===== src/rtl/lcd_ctrl_pkg.sv =====
// rtl/lcd_ctrl_pkg.sv - shared types and constants for the character-LCD controller
package lcd_ctrl_pkg;

    typedef enum logic [2:0] {
        ST_PWRUP,
        ST_INIT_LD,
        ST_SETUP,
        ST_PULSE,
        ST_HOLD,
        ST_EXEC,
        ST_IDLE
    } lcd_state_e;

    localparam int LCD_INIT_LEN = 6;
    localparam int LCD_IDX_W    = 3;

    // Entry [0] is sent first.
    localparam logic [LCD_INIT_LEN-1:0][7:0] LCD_INIT_ROM = {
        8'h06, 8'h01, 8'h0C, 8'h38, 8'h38, 8'h38
    };

    localparam int LCD_BL_BIT      = 31;
    localparam int LCD_RS_BIT      = 9;
    localparam int LCD_ST_BUSY_BIT = 31;
    localparam int LCD_ST_OVR_BIT  = 30;
    localparam int LCD_ST_INIT_BIT = 29;

    // Clear display / return home need the long execution wait.
    function automatic logic lcd_is_long(input logic rs, input logic [7:0] b);
        return !rs && (b[7:2] == 6'd0) && (b != 8'd0);
    endfunction

endpackage


===== src/rtl/lcd_timer.sv =====
// rtl/lcd_timer.sv - loadable down-counter that saturates at zero
module lcd_timer #(
    parameter int           W       = 1,
    parameter logic [W-1:0] RST_VAL = '0
) (
    input  logic         i_clk,
    input  logic         i_reset,
    input  logic         i_load,
    input  logic [W-1:0] i_val,
    output logic         o_done
);

    logic [W-1:0] cnt_q;
    logic [W-1:0] cnt_d;

    always_comb begin
        cnt_d = cnt_q;
        if (i_load) begin
            cnt_d = i_val;
        end else if (cnt_q != '0) begin
            cnt_d = cnt_q - W'(1);
        end
    end

    always_ff @(posedge i_clk) begin
        if (i_reset) begin
            cnt_q <= RST_VAL;
        end else begin
            cnt_q <= cnt_d;
        end
    end

    assign o_done = (cnt_q == '0);

endmodule


===== src/rtl/lcd_ctrl.sv =====
// rtl/lcd_ctrl.sv - HD44780-style 8-bit character LCD controller with autonomous init
module lcd_ctrl
    import lcd_ctrl_pkg::*;
#(
    parameter int PWRUP_CYC = 1_000_000,
    parameter int SETUP_CYC = 3,
    parameter int PULSE_CYC = 12,
    parameter int HOLD_CYC  = 3,
    parameter int SHORT_CYC = 2_000,
    parameter int LONG_CYC  = 80_000
) (
    input  logic        i_clk,
    input  logic        i_reset,
    input  logic        i_wr_en,
    input  logic [31:0] i_wr_data,
    output logic [31:0] o_status,
    output logic        o_busy,
    output logic        o_lcd_on,
    output logic        o_lcd_blon,
    output logic        o_lcd_en,
    output logic        o_lcd_rs,
    output logic        o_lcd_rw,
    output logic [7:0]  o_lcd_data
);

    function automatic int max2(input int a, input int b);
        return (a > b) ? a : b;
    endfunction

    localparam int MAX_CYC = max2(max2(max2(PWRUP_CYC, SETUP_CYC), max2(PULSE_CYC, HOLD_CYC)),
                                  max2(SHORT_CYC, LONG_CYC));
    localparam int TW = (MAX_CYC < 2) ? 1 : $clog2(MAX_CYC + 1);

    // A zero-length phase still lasts one cycle.
    function automatic logic [TW-1:0] cyc_m1(input int c);
        return (c <= 1) ? '0 : TW'(c - 1);
    endfunction

    localparam logic [TW-1:0] PWRUP_M1 = cyc_m1(PWRUP_CYC);
    localparam logic [TW-1:0] SETUP_M1 = cyc_m1(SETUP_CYC);
    localparam logic [TW-1:0] PULSE_M1 = cyc_m1(PULSE_CYC);
    localparam logic [TW-1:0] HOLD_M1  = cyc_m1(HOLD_CYC);
    localparam logic [TW-1:0] SHORT_M1 = cyc_m1(SHORT_CYC);
    localparam logic [TW-1:0] LONG_M1  = cyc_m1(LONG_CYC);

    lcd_state_e           state_q, state_d;
    logic [LCD_IDX_W-1:0] idx_q, idx_d;
    logic [7:0]           data_q, data_d;
    logic                 rs_q, rs_d;
    logic                 blon_q, blon_d;
    logic                 en_q, en_d;
    logic                 busy_q, busy_d;
    logic                 lcd_on_q, lcd_on_d;
    logic                 ovr_q, ovr_d;
    logic                 init_done_q, init_done_d;

    logic                 tmr_load;
    logic [TW-1:0]        tmr_val;
    logic                 tmr_done;

    logic                 unused_wr_bits;
    assign unused_wr_bits = ^{i_wr_data[30:10], i_wr_data[8]};

    // Reset value covers the first power-up wait without a separate load.
    lcd_timer #(
        .W       (TW),
        .RST_VAL (PWRUP_M1)
    ) u_timer (
        .i_clk   (i_clk),
        .i_reset (i_reset),
        .i_load  (tmr_load),
        .i_val   (tmr_val),
        .o_done  (tmr_done)
    );

    always_comb begin
        state_d  = state_q;
        idx_d    = idx_q;
        data_d   = data_q;
        rs_d     = rs_q;
        blon_d   = blon_q;
        lcd_on_d = 1'b1;
        ovr_d    = ovr_q | (i_wr_en & busy_q);

        unique case (state_q)
            ST_PWRUP: begin
                if (tmr_done) state_d = ST_INIT_LD;
            end
            ST_INIT_LD: begin
                data_d  = LCD_INIT_ROM[idx_q];
                rs_d    = 1'b0;
                idx_d   = idx_q + LCD_IDX_W'(1);
                state_d = ST_SETUP;
            end
            ST_SETUP: begin
                if (tmr_done) state_d = ST_PULSE;
            end
            ST_PULSE: begin
                if (tmr_done) state_d = ST_HOLD;
            end
            ST_HOLD: begin
                if (tmr_done) state_d = ST_EXEC;
            end
            ST_EXEC: begin
                if (tmr_done) begin
                    state_d = (idx_q == LCD_IDX_W'(LCD_INIT_LEN)) ? ST_IDLE : ST_INIT_LD;
                end
            end
            ST_IDLE: begin
                if (i_wr_en && !busy_q) begin
                    data_d  = i_wr_data[7:0];
                    rs_d    = i_wr_data[LCD_RS_BIT];
                    blon_d  = i_wr_data[LCD_BL_BIT];
                    state_d = ST_SETUP;
                end
            end
            default: state_d = ST_PWRUP;
        endcase

        en_d        = (state_d == ST_PULSE);
        busy_d      = (state_d != ST_IDLE);
        init_done_d = init_done_q | (state_d == ST_IDLE);
    end

    always_comb begin
        tmr_load = (state_d != state_q);
        tmr_val  = '0;
        unique case (state_d)
            ST_SETUP: tmr_val = SETUP_M1;
            ST_PULSE: tmr_val = PULSE_M1;
            ST_HOLD:  tmr_val = HOLD_M1;
            ST_EXEC:  tmr_val = lcd_is_long(rs_d, data_d) ? LONG_M1 : SHORT_M1;
            default:  tmr_val = '0;
        endcase
    end

    always_ff @(posedge i_clk) begin
        if (i_reset) begin
            state_q     <= ST_PWRUP;
            idx_q       <= '0;
            data_q      <= '0;
            rs_q        <= 1'b0;
            blon_q      <= 1'b0;
            en_q        <= 1'b0;
            busy_q      <= 1'b1;
            lcd_on_q    <= 1'b0;
            ovr_q       <= 1'b0;
            init_done_q <= 1'b0;
        end else begin
            state_q     <= state_d;
            idx_q       <= idx_d;
            data_q      <= data_d;
            rs_q        <= rs_d;
            blon_q      <= blon_d;
            en_q        <= en_d;
            busy_q      <= busy_d;
            lcd_on_q    <= lcd_on_d;
            ovr_q       <= ovr_d;
            init_done_q <= init_done_d;
        end
    end

    always_comb begin
        o_status                  = '0;
        o_status[LCD_ST_BUSY_BIT] = busy_q;
        o_status[LCD_ST_OVR_BIT]  = ovr_q;
        o_status[LCD_ST_INIT_BIT] = init_done_q;
    end

    assign o_busy     = busy_q;
    assign o_lcd_on   = lcd_on_q;
    assign o_lcd_blon = blon_q;
    assign o_lcd_en   = en_q;
    assign o_lcd_rs   = rs_q;
    assign o_lcd_rw   = 1'b0;
    assign o_lcd_data = data_q;

endmodule


===== config.mk =====
export PLATFORM = sky130hd
export DESIGN_NAME = lcd_ctrl
export DESIGN_NICKNAME = d
export VERILOG_FILES = /design/src/rtl/lcd_ctrl_pkg.sv /design/src/rtl/lcd_timer.sv /design/src/rtl/lcd_ctrl.sv
export SDC_FILE = /design/constraint.sdc
export NUM_CORES = 1
export LEC_CHECK = 0
export BUFFER_PORTS_ARGS = -buffer_cell sky130_fd_sc_hd__buf_2
export CORE_MARGIN = 10
export CORE_UTILIZATION = 49
export CTS_CLUSTER_DIAMETER = 50
export DETAILED_ROUTE_END_ITERATION = 12
export PLACE_DENSITY = 0.78
export SETUP_SLACK_MARGIN = 0.05
export SYNTH_ARGS = -nofsm -noshare
export SYNTH_HDL_FRONTEND = slang
export SYNTH_SLANG_ARGS = --single-unit

===== constraint.sdc =====
create_clock -name i_clk -period 2.7 [get_ports i_clk]
set_input_delay 0.54 -clock i_clk [delete_from_list [all_inputs] [get_ports i_clk]]
set_output_delay 0.54 -clock i_clk [all_outputs]
set_load 0.01 [all_outputs]

# Word-level counts from Yosys, hierarchy flattened
# Memory sizes are Yosys's and may differ from the RTL's. A register that Yosys moved wholly into a read port is not among the register bits.
# Cells that the tools add are included.
[classes] addsub=2 magnitude_cmp=1 n_eq_ne=14 muxes=20 bitwise_logic=3 reduce_logical=13
[op_table] op="17-bit one-hot mux with 3 select lines" n=1
[op_table] op="20-bit 2-to-1 mux" n=2
[op_table] op="3-bit 2-to-1 mux" n=9
[op_table] op="3-bit == test, second input constant" n=7
[op_table] op="3-bit one-hot mux with 7 select lines" n=1
[op_table] op="20-bit zero test" n=1
[op_table] op="20-bit nonzero test" n=1
[op_table] op="20-bit by 1-bit subtractor with 20-bit output, second input constant" n=1
[op_table] op="17-bit 2-to-1 mux" n=1
[op_table] op="8-bit 2-to-1 mux" n=2
[op_table] op="8-bit one-hot mux with 2 select lines" n=1
[op_table] op="3-bit by 2-bit == test with 1-bit output, second input constant" n=4
[op_table] op="8-bit nonzero test" n=1
[op_table] op="6-bit zero test" n=1
[op_table] op="3-bit by 4-bit < comparator with 1-bit output, second input constant" n=1
[op_table] op="3-bit by 1-bit adder with 3-bit output, second input constant" n=1
[op_table] op="3-bit by 1-bit == test with 1-bit output, second input constant" n=1
[op_table] op="1-bit logical AND" n=3
[op_table] op="3-bit zero test" n=1
[op_table] op="3-bit inequality test" n=1
[op_table] op="3-bit inequality test, second input constant" n=1
[op_table] op="1-bit zero test" n=2
[op_table] op="1-bit 2-to-1 mux" n=2
[op_table] op="1-bit OR" n=2
[op_table] op="5 further kinds" n=5
[word_totals] regBits=41 romBits=64 input_bits=35 out_inout_bits=46 wordCells=65 memories=1
[mem_list] memory="(name not given)" depth=8 width=8 rd=1 rd_clocked_by_memory_dff=1 write_ports=0 line="lcd_ctrl.sv:90" text="data_d = LCD_INIT_ROM[idx_q];"

# Logic depth before layout (Yosys ltp)
[logic_depth] ltp_word=10 depth_mapped=9 mapped_depth_nobuf=8

# By module
# Synthesis repeated with hierarchy kept, for this count alone.
[hier_totals] cells_unflattened=323 area_unflattened_um2=2746.4
[by_module_without_submodules] mod="lcd_ctrl" n_inst=1 cells_per_inst=167 area_each_um2=1450.1 seq_area_each_um2=520.5
[by_module_without_submodules] mod="lcd_timer" n_inst=1 cells_per_inst=156 area_each_um2=1296.2 seq_area_each_um2=400.4

# Worst setup path before layout
# Ideal clock, no wire load.
[synth_timing] kind="input to register" start="input i_wr_en" end="register u_timer.cnt_q[10]" setup_ns=0.131 arrival_time_ns=2.156 required_ns=2.569 slack_ns=0.413 path_stages=7 path_buffers=1 cell_sequence="nor2b_1 and2_0 clkbuf_1 mux2_2 nand2b_1 o211ai_1 o31ai_1"
[synth_via] elab_chain_len=9 elab_cells_between_ends=22 classes_between="eq/ne (5); mux (9); reduce/logical (8)"
[synth_rtl] element="start: declaration" line="lcd_ctrl.sv:14" text="input logic i_wr_en,"
[synth_rtl] element="1-bit logical AND *" line="lcd_ctrl.sv:110" text="if (i_wr_en && !busy_q) begin"
[synth_rtl] element="8-bit 2-to-1 mux or 1-bit 2-to-1 mux (tied branches)" line="lcd_ctrl.sv:110"
[synth_rtl] element="8-bit one-hot mux with 2 select lines or 1-bit one-hot mux with 2 select lines (tied branches)" line="lcd_ctrl.sv:85" text="unique case (state_q)"
[synth_rtl] element="6-bit zero test or 1-bit zero test (tied branches)" line="lcd_ctrl_pkg.sv:30" text="return !rs && (b[7:2] == 6'd0) && (b != 8'd0);"
[synth_rtl] element="1-bit logical AND (2 in series)" line="lcd_ctrl_pkg.sv:30"
[synth_rtl] element="17-bit 2-to-1 mux" line="lcd_ctrl.sv:132" text="ST_EXEC: tmr_val = lcd_is_long(rs_d, data_d) ? LONG_M1 : SHORT_M1;"
[synth_rtl] element="17-bit one-hot mux with 3 select lines" line="lcd_ctrl.sv:128" text="unique case (state_d)"
[synth_rtl] element="20-bit 2-to-1 mux" line="lcd_timer.sv:18" text="if (i_load) begin"
[synth_rtl] element="end signal: assignment" line="lcd_timer.sv:29" text="cnt_q <= cnt_d;"
[synth_rtl] element="end: declaration" line="lcd_timer.sv:13" text="logic [W-1:0] cnt_q;"
# Every way passes the cells marked *; elsewhere a longest branch is shown, timed or not.
# A chain may end at the register's enable or synchronous reset.

# Worst setup path in the final report
[layout_timing] start="register u_timer.cnt_q[10]" end="register init_done_q"
[layout_via] elab_chain_len=5 elab_cells_between_ends=9 classes_between="eq/ne (1); mux (6); bitwise (1); reduce/logical (1)"
[layout_rtl] element="20-bit zero test *" line="lcd_timer.sv:33" text="assign o_done = (cnt_q == '0);"
[layout_rtl] element="3-bit 2-to-1 mux (on tied branches)"
[layout_rtl] element="3-bit one-hot mux with 7 select lines *" line="lcd_ctrl.sv:85"
[layout_rtl] element="3-bit == test *" line="lcd_ctrl.sv:122" text="init_done_d = init_done_q | (state_d == ST_IDLE);"
[layout_rtl] element="1-bit OR *" line="lcd_ctrl.sv:122"
[layout_rtl] element="end signal: assignment" line="lcd_ctrl.sv:159" text="init_done_q <= init_done_d;"
[layout_rtl] element="end: declaration" line="lcd_ctrl.sv:55" text="logic init_done_q, init_done_d;"
# Marks and branches as above.

==> results.py <==
metrics = {
    "sta": {
        "relSlewSlack": 0.644,
        "hold_viol": 0,
        "rsz0062_at_grt": "no",
        "setup_violations": 0,
        "fin_ws_ns": 0.324,
        "period_needed_ns": 2.38,
        "fin_crit_sh": 0.880,
        "worst_pin_slew_ns": 0.529,
        "fmax_mhz": 421,
        "skew_ns": 0.00187,
        "setup_tns_ns": 0,
        "drv_slew": 0,
    },
    "synth": {
        "ys_types": 54,
        "synth.area.top_cells": "dfxtp_1 37%, buf_4 10%, nor2_1 5.0%, xnor2_1 3.9%, xor2_1 3.2%",
        "seq_area_frac_synth": 0.372,
        "synth_edf_count": 0,
        "yosys_warnings": 0,
        "synth_area_um2": 2470,
        "synth.avg_cell_area_um2": 8.78,
        "yosys.area.top_type": "dfxtp_1",
        "synth_ff_type": "dfxtp_1",
        "synth-async-reset-ratio": 0,
        "synth-seq-cells": 46,
        "synth_top_area_share": 0.372,
        "netlist_instances": 282,
    },
    "pwr": {
        "vdd_drop_max_uv": 322,
        "p_leak_nw": 1.13,
        "power_density_nw_per_um2": 464,
        "total_power_w": 0.00127,
    },
    "grt": {
        "grt_pass1_vias": 1962,
        "antenna_found_initial": 0,
        "grt_max_degree": 26,
        "grt_pass1_wl_um": 9070,
        "grt_usage": 0.127,
        "grt_overflow": 0,
    },
    "clocking": {
        "clock_sinks": 46,
        "clk_latency_ns": 0.30,
        "numCtsBuffers": 5,
        "cts_root_buf": "clkbuf_8",
        "clock_path_buffers": 2,
        "cts_tree": "yes",
        "ctsResizeCount": 0,
        "clk_pin_slew_ns": 0.08,
        "holdBufCountCts": 0,
        "post_cts_buffers": 0,
        "htree_levels": 2,
    },
    "finish": {
        "final_common_cell": "dfxtp_1",
        "drive_gt1_frac": 0.189,
        "syn_to_final_growth_pct": 10.4,
        "layout_common_cells": "46 x dfxtp_1, 33 x nor2_1, 30 x conb_1, 28 x buf_2, 17 x nand2_1",
        "num_antenna_cells": 0,
        "utilization": 0.567,
        "num-nets-final": 355,
    },
    "die": {
        "die_y_um": 91.1,
        "fp-row-count": 25,
        "dieArea_um2": 8290,
        "start_util": 0.514,
        "core-area_um2": 4820,
        "die_x_um": 91.1,
        "pin_count": 81,
    },
    "placed_design": {
        "place_congestion": 0.861,
        "place_ws_ns": 0.231,
        "io_buffers": 28,
        "place_hpwl_um": 4100,
    },
    "routing": {
        "drt-wirelength-per-cell_um": 13.9,
        "ant_nets": 0,
        "wirelength_um": 5330,
        "drc_errors": 0,
        "num_vias": 1967,
        "drtPass1Iterations": 4,
        "viasPerCell": 5.12,
        "drtIter0Drc": 159,
    },
    "critical_path": {
        "crit_path_end_kind": "flop",
        "worst_ep_required_time_ns": 2.93,
        "start_kind": "flop",
        "cp_max_fo": 5,
        "critical_path_class": "reg -> reg",
        "worstPathArrival_ns": 2.61,
    },
    "worst_hold_path": {
        "hold_class": "reg -> reg",
    },
    "run": {
        "drv_cap": 0,
    },
    "status": {
        "outcome": "completed",
    },
}
[final timing paths]
kind	to	start	slack, ns	cells after the start
setup / recovery	init_done_q	u_timer.cnt_q[10]	0.32	7
hold / removal	init_done_q	init_done_q	0.45	2
setup reg to reg	init_done_q	u_timer.cnt_q[10]	0.32	7
hold reg to reg	init_done_q	init_done_q	0.45	2
[worst max-delay path, cell delays in order, from the launching register on]
cell and delay (ns):
dfxtp_1 0.35, nor4_1 0.52, nand4_1 0.37, buf_4 0.26
o311a_1 0.33, nor4_4 0.30, o21ai_2 0.10, o21ai_1 0.09
[kinds of logic after synthesis]
logic type	share of synthesized area
buffers and inverters	0.133
AOI/OAI and AO/OA	0.159
xor gates and xnor gates	0.0708
other	0.00152
DFF	0.372
adders and majority gates	0.0152
muxes	0.0126
and+or+nand+nor	0.236
[per-stage QoR]
stage               hold slack (ns)  instance area (um^2)  instances
detailed placement            0.437                  2620        377
global route                  0.497                  2730        384
global placement              0.430                  2620        377
floorplan                     0.422                  2580        311
CTS                           0.452                  2730        384
finish                        0.446                  2730        384
[per-layer routing]
metal  track usage  wire [um]
met1         0.148       2380
met2         0.218       2590
met3        0.0337        283
met4        0.0509         79
met5             0          0
[cells in the mapped netlist (3+ instances only)]
cell / instances
a211o_1: 4
a21oi_1: 9
a221oi_1: 5
and2_1: 7
buf_2: 3
buf_4: 33
clkbuf_1: 7
dfxtp_1: 46
ha_1: 3
inv_1: 8
nand2_1: 17
nand2b_1: 4
nand3_1: 4
nand3b_1: 3
nor2_1: 33
nor2b_1: 5
nor3_1: 3
nor3b_1: 5
nor4_1: 6
o21a_1: 4
o21ai_0: 10
o31ai_1: 3
xnor2_1: 11
xor2_1: 9
[power by group]
group          leakage [nW]  switching [W]  internal, W  total (W)
registers             0.372     0.00000489     0.000683   0.000688
clock network        0.0573       0.000221     0.000296   0.000517
logic                 0.701      0.0000437    0.0000178  0.0000615
total                  1.13       0.000269     0.000997    0.00127
[layout make-up]
type	count	area (um^2)
inverter	8	30.0
sequential	46	921
tap	67	83.8
clock buffer	6	82.6
timing repair buffer	43	253
fill	455	2080
clock inverter	1	30.0
multi-input combinational	213	1330
Power figures use the tool's default switching activity.
